<file path="src/rtl/l1_to_l2_instr_arbiter.sv">
// Round-robin arbiter funnelling NUM_REQS L1 instruction-cache misses onto one L2 port and
// routing L2 responses back by tag index. Optional stall counter: L2_INSTR_ARB_PERF_EN.
module l1_to_l2_instr_arbiter #(
  parameter int NUM_REQS     = 4,
  parameter int ADDR_WIDTH   = 26,
  parameter int DATA_WIDTH   = 512,
  parameter int TAG_IN_WIDTH = 8,
  localparam int IDX_W         = $clog2(NUM_REQS),
  localparam int TAG_OUT_WIDTH = TAG_IN_WIDTH + IDX_W
) (
  input  logic                             clk_i,
  input  logic                             rst_i,
  input  logic [NUM_REQS-1:0]              req_valid_i,
  input  logic [NUM_REQS*ADDR_WIDTH-1:0]   req_addr_i,
  input  logic [NUM_REQS*TAG_IN_WIDTH-1:0] req_tag_i,
  output logic [NUM_REQS-1:0]              req_ready_o,
  output logic                             mem_req_valid_o,
  output logic [ADDR_WIDTH-1:0]            mem_req_addr_o,
  output logic [TAG_OUT_WIDTH-1:0]         mem_req_tag_o,
  input  logic                             mem_req_ready_i,
  input  logic                             mem_rsp_valid_i,
  input  logic [DATA_WIDTH-1:0]            mem_rsp_data_i,
  input  logic [TAG_OUT_WIDTH-1:0]         mem_rsp_tag_i,
  output logic                             mem_rsp_ready_o,
  output logic [NUM_REQS-1:0]              rsp_valid_o,
  output logic [DATA_WIDTH-1:0]            rsp_data_o,
  output logic [TAG_IN_WIDTH-1:0]          rsp_tag_o,
  input  logic [NUM_REQS-1:0]              rsp_ready_i
`ifdef L2_INSTR_ARB_PERF_EN
  ,
  output logic [31:0]                      perf_stall_cnt_o
`endif
);

  // Handshakes: a transfer happens on a rising edge where valid and ready are both high;
  // a valid source holds its payload stable until that edge, ready may depend on valid.

  logic [IDX_W-1:0]        rr_ptr;
  logic [IDX_W-1:0]        grant_idx;
  logic [IDX_W-1:0]        next_ptr;
  logic [NUM_REQS-1:0]     grant_oh;
  logic                    found;
  logic                    stage_ready;
  logic [ADDR_WIDTH-1:0]   sel_addr;
  logic [TAG_IN_WIDTH-1:0] sel_tag;

  // Two passes: first the indices at or above rr_ptr, then wrap to the lowest index.
  always_comb begin
    found     = 1'b0;
    grant_idx = '0;
    for (int k = 0; k < NUM_REQS; k++) begin
      if (!found && req_valid_i[k] && (IDX_W'(k) >= rr_ptr)) begin
        found     = 1'b1;
        grant_idx = IDX_W'(k);
      end
    end
    for (int k = 0; k < NUM_REQS; k++) begin
      if (!found && req_valid_i[k]) begin
        found     = 1'b1;
        grant_idx = IDX_W'(k);
      end
    end
  end

  always_comb begin
    grant_oh = '0;
    sel_addr = '0;
    sel_tag  = '0;
    for (int k = 0; k < NUM_REQS; k++) begin
      if (found && (grant_idx == IDX_W'(k))) begin
        grant_oh[k] = 1'b1;
        sel_addr    = req_addr_i[k*ADDR_WIDTH +: ADDR_WIDTH];
        sel_tag     = req_tag_i[k*TAG_IN_WIDTH +: TAG_IN_WIDTH];
      end
    end
  end

  assign next_ptr    = (grant_idx == IDX_W'(NUM_REQS-1)) ? '0 : grant_idx + IDX_W'(1);
  assign stage_ready = !mem_req_valid_o || mem_req_ready_i;
  // Gated by reset so no requester sees an accept while the block is held in reset.
  assign req_ready_o = (stage_ready && !rst_i) ? grant_oh : '0;

  always_ff @(posedge clk_i or posedge rst_i) begin
    if (rst_i) begin
      mem_req_valid_o <= 1'b0;
      mem_req_addr_o  <= '0;
      mem_req_tag_o   <= '0;
      rr_ptr          <= '0;
    end else if (stage_ready) begin
      mem_req_valid_o <= found;
      if (found) begin
        mem_req_addr_o <= sel_addr;
        mem_req_tag_o  <= {grant_idx, sel_tag};
        rr_ptr         <= next_ptr;
      end
    end
  end

  logic                rsp_drain;
  logic                rsp_capture;
  logic [NUM_REQS-1:0] rsp_dec;

  // Out-of-range indices decode to all zero, so such responses are swallowed.
  always_comb begin
    rsp_dec = '0;
    for (int k = 0; k < NUM_REQS; k++) begin
      rsp_dec[k] = (mem_rsp_tag_i[TAG_OUT_WIDTH-1:TAG_IN_WIDTH] == IDX_W'(k));
    end
  end

  assign rsp_drain       = |(rsp_valid_o & rsp_ready_i);
  assign mem_rsp_ready_o = !(|rsp_valid_o) || rsp_drain;
  assign rsp_capture     = mem_rsp_valid_i && mem_rsp_ready_o;

  always_ff @(posedge clk_i or posedge rst_i) begin
    if (rst_i) begin
      rsp_valid_o <= '0;
      rsp_data_o  <= '0;
      rsp_tag_o   <= '0;
    end else if (rsp_capture) begin
      rsp_valid_o <= rsp_dec;
      rsp_data_o  <= mem_rsp_data_i;
      rsp_tag_o   <= mem_rsp_tag_i[TAG_IN_WIDTH-1:0];
    end else if (rsp_drain) begin
      rsp_valid_o <= '0;
    end
  end

`ifdef L2_INSTR_ARB_PERF_EN
  always_ff @(posedge clk_i or posedge rst_i) begin
    if (rst_i) begin
      perf_stall_cnt_o <= '0;
    end else if (mem_req_valid_o && !mem_req_ready_i && (perf_stall_cnt_o != '1)) begin
      perf_stall_cnt_o <= perf_stall_cnt_o + 32'd1;
    end
  end
`endif

endmodule

</file>
<file path="config.mk">
export PLATFORM = sky130hd
export DESIGN_NAME = l1_to_l2_instr_arbiter
export DESIGN_NICKNAME = d
export VERILOG_FILES = /design/src/rtl/l1_to_l2_instr_arbiter.sv
export SDC_FILE = /design/constraint.sdc
export NUM_CORES = 1
export LEC_CHECK = 0
export ABC_AREA = 1
export CAP_MARGIN = 5
export CELL_PAD_IN_SITES_DETAIL_PLACEMENT = 1
export CELL_PAD_IN_SITES_GLOBAL_PLACEMENT = 1
export CORE_AREA = 2 2 481 483
export DETAILED_ROUTE_END_ITERATION = 8
export DIE_AREA = 0 0 483 485
export PLACE_DENSITY = 0.36
export SLEW_MARGIN = 10
export SYNTH_ARGS = -nofsm -noshare
export SYNTH_HDL_FRONTEND = slang
export SYNTH_SLANG_ARGS = --single-unit
</file>
<file path="constraint.sdc">
create_clock -name clk_i -period 20.1 [get_ports clk_i]
set_clock_uncertainty 0.05 [all_clocks]
set_input_delay 2.01 -clock clk_i [delete_from_list [all_inputs] [get_ports clk_i]]
set_output_delay 2.01 -clock clk_i [all_outputs]
set_load 0.02 [all_outputs]
</file>
==> run summary <==
Reg-to-reg startpoint: rsp_valid_o[3]
Post-synthesis cell count: 2821
Startpoint Class: primary input
Wirelength per Cell: 22.97 um
Max FO, Critical Path: 37
Vias: 23502
Seq/Total Area, Yosys: 0.6023
Synth cell count leaders: 1754 x nand2_1, 563 x dfrtp_1, 115 x nand3_1
Most used cell along the critical path: clkdlybuf4s50_1
Area delta synth->final: 79.53%
EDFF count, synth: 0
Clk root buf: clkbuf_16
YS warnings: 0
Share of layout cells above drive strength 1: 0.05805
Final Hold Fails: 0
Synth Area per Inst: 8.292 sq um
Worst slew pin tran: 1.026 ns
HP Class: reg -> reg
Post-synth top area cell: dfrtp_1
Fill count: 26903
Placed inst area: 38970 sq um
Leakage power: 19.49 nW
Die span in y: 485 um
Design Area, Final: 41990 sq um
CP Cell Sequence: clkdlybuf4s50_1 > a21oi_4 > nand2b_2 > nand2_4 > inv_6 > nand2_8 > nor2_1 > clkdlybuf4s50_1
CTS clk-pin slew, worst paths: 0.05 ns
Largest net degree at the start of global routing: 148
CTS tree: done
CTS buffer count: 85
Core area: 229000 sq um
Worst skew pair latency: 0.70 ns
Share of total power in combinational logic: 0.498
Met2 GRT Util: 0.2166
Clk network pwr share: 0.222
Max-cap violations: 0
Most common cell in the synthesized netlist: nand2_1
Internal: 4.055 mW
WP data required: 18.04 ns
Initial Util: 0.1021
Sw frac: 0.4431
Crit share post-route: 0.3485
Slowest stage delay, CP: 0.64 ns
RSZ-0062 raised after global routing: no
Main area contributors after synthesis: dfrtp_1 60%, nand2_1 28%, nand3_1 2.5%
Vias in the first global route: 25753
Fmax: 0.1428 GHz
First-iteration detailed-routing DRC count: 919
Arrival @ worst endpoint: 4.95 ns
Row cnt: 176
GRT overflow: 0
VDD IR max: 0.08280 mV
Max-slew violation count: 0
Mapped Area: 23390 sq um
Synth Register Bits: 563
Critical path's slowest cell: clkdlybuf4s50_1
Share of the synthesized area in the top cell type: 0.6023
Asr flop ratio synth: 1.000
Sw Pwr: 3.227 mW
Predominant post-synthesis flop cell: dfrtp_1
DRC viols: 0
Nets: 4689
Endpoint class of the critical path: primary output
Crit Path Category: in -> out
Clock Sinks: 563
Final setup vio count: 0
Distinct cells, synth: 28
Pwr per Cell Area: 173.4 nW/um^2
First-pass DRT Iterations: 5
Tmin final: 7.005 ns
Vias/cell: 3.293
Post-CTS Setup Inserts: 0
Worst hold start: rsp_data_o[260]
Total track usage: 0.1371
Setup TNS Final: 0 ns
Post-CTS Resized: 0
H-tree Lvls: 3
First-pass GRT wire length: 224.6 mm
PortBufs: 1235
Dpl hpwl: 127.2 mm
# IOs: 1236
Gpl congestion: 0.8044
Reg power frac: 0.279
CTS Hold Bufs: 0
Slew margin rel.: 0.3157
Final antenna-violating net count: 0
Syn Nets: 3493
Final Routed Wirelength: 163.9 mm
Die W: 483 um
Met3 Use GR: 0.09217
Worst setup path start: req_valid_i[2]
GR Layer Usage met1: 0.1471
GR peak layer: met2
Initial antenna violation count: 91
Status: complete, no violations
Clock Tree Buf Depth: 3
Die footprint: 234300 sq um
==> critical path: cells and delay by family <==
kind	cells	cell delay, ns
buffers and inverters	3	1.61
AND/OR/NAND/NOR	4	1.03
AO/OA/AOI/OAI	1	0.25
==> worst paths after layout <==
path                                       to  slack [ns]  cells past startpoint
setup / recovery               req_ready_o[1]       13.09                      8
hold / removal                rsp_data_o[260]        0.43                      2
setup reg to reg               rsp_data_o[66]       14.49                     11
hold reg to reg               rsp_data_o[260]        0.43                      2
max in group asynchronous  mem_req_addr_o[10]       15.19                      6
min in group asynchronous     rsp_data_o[292]        1.64                      2
==> kinds of logic (layout without fill, tap and decap cells) <==
family,count (synthesis),in the layout,share of synthesized area
DFF,563,563,0.6023
other,0,29,0
adders and majority gates,2,2,0.001070
AOI/OAI and AO/OA,45,45,0.01113
and+or+nand+nor,1939,1939,0.3301
buffers and inverters,272,1534,0.05536
==> stage by stage <==
stage	utilization	setup slack (ns)	std cells	hold slack [ns]	power, mW
after floorplan	-	2.275	2821	0.4441	3.676
after global routing	0.1831	12.86	7116	0.4469	7.832
after detailed placement	0.1702	12.54	6956	0.4139	5.797
after global placement	0.1702	12.51	6956	0.4108	5.798
final	0.1834	13.09	7138	0.4265	7.283
after CTS	0.1830	12.99	7109	0.4298	7.513
==> cells in the final DEF (no fill, tap or decap), types with 10 or more instances in the layout <==
cell type,n
clkbuf_16,87
buf_4,26
clkbuf_1,20
diode_2,29
clkdlybuf4s50_1,1235
nand2_1,1752
clkinv_2,12
nand3_1,115
nand2_2,33
nand3_2,27
dfrtp_1,563
a21oi_1,35
clkinv_1,10
clkbuf_8,16
bufinv_16,10
inv_1,101
==> routing by layer <==
layer  routed length, um  part of all wire  vias up
li1                    -                 -    10968
met1               62410              0.38    11262
met2               73780              0.45      945
met3               23140              0.14      247
met4                4134             0.025       80
met5                 472            0.0029        -
==> cell type report <==
class                   count  area (sq um)  area share
diodes                     29         72.57    0.001728
clock buffers             123          2472     0.05887
clock inverters            30         475.5     0.01132
inverters                 117         461.7     0.01099
multi-input cells        1986          8020      0.1910
flip-flops and latches    563         14090      0.3355
well taps                3026          3786     0.09016
repair buffers           1264         12620      0.3005
==> sequential cells by signal, summed over array words and instances (netlist names) <==
signal           count
mem_req_tag_o       10
mem_req_addr_o      26
rsp_valid_o          4
rr_ptr               2
rsp_tag_o            8
mem_req_valid_o      1
rsp_data_o         512
==> power by group through the flow <==
stage / registers, mW / clock network [mW] / logic (mW)
floorplan: 2.65 / 0 / 1.03
CTS: 2.05 / 1.70 / 3.76
global route: 2.11 / 1.74 / 3.98
global placement: 2.05 / 0 / 3.75
finish: 2.03 / 1.62 / 3.63
detailed placement: 2.05 / 0 / 3.75
Power figures use the tool's default switching activity.
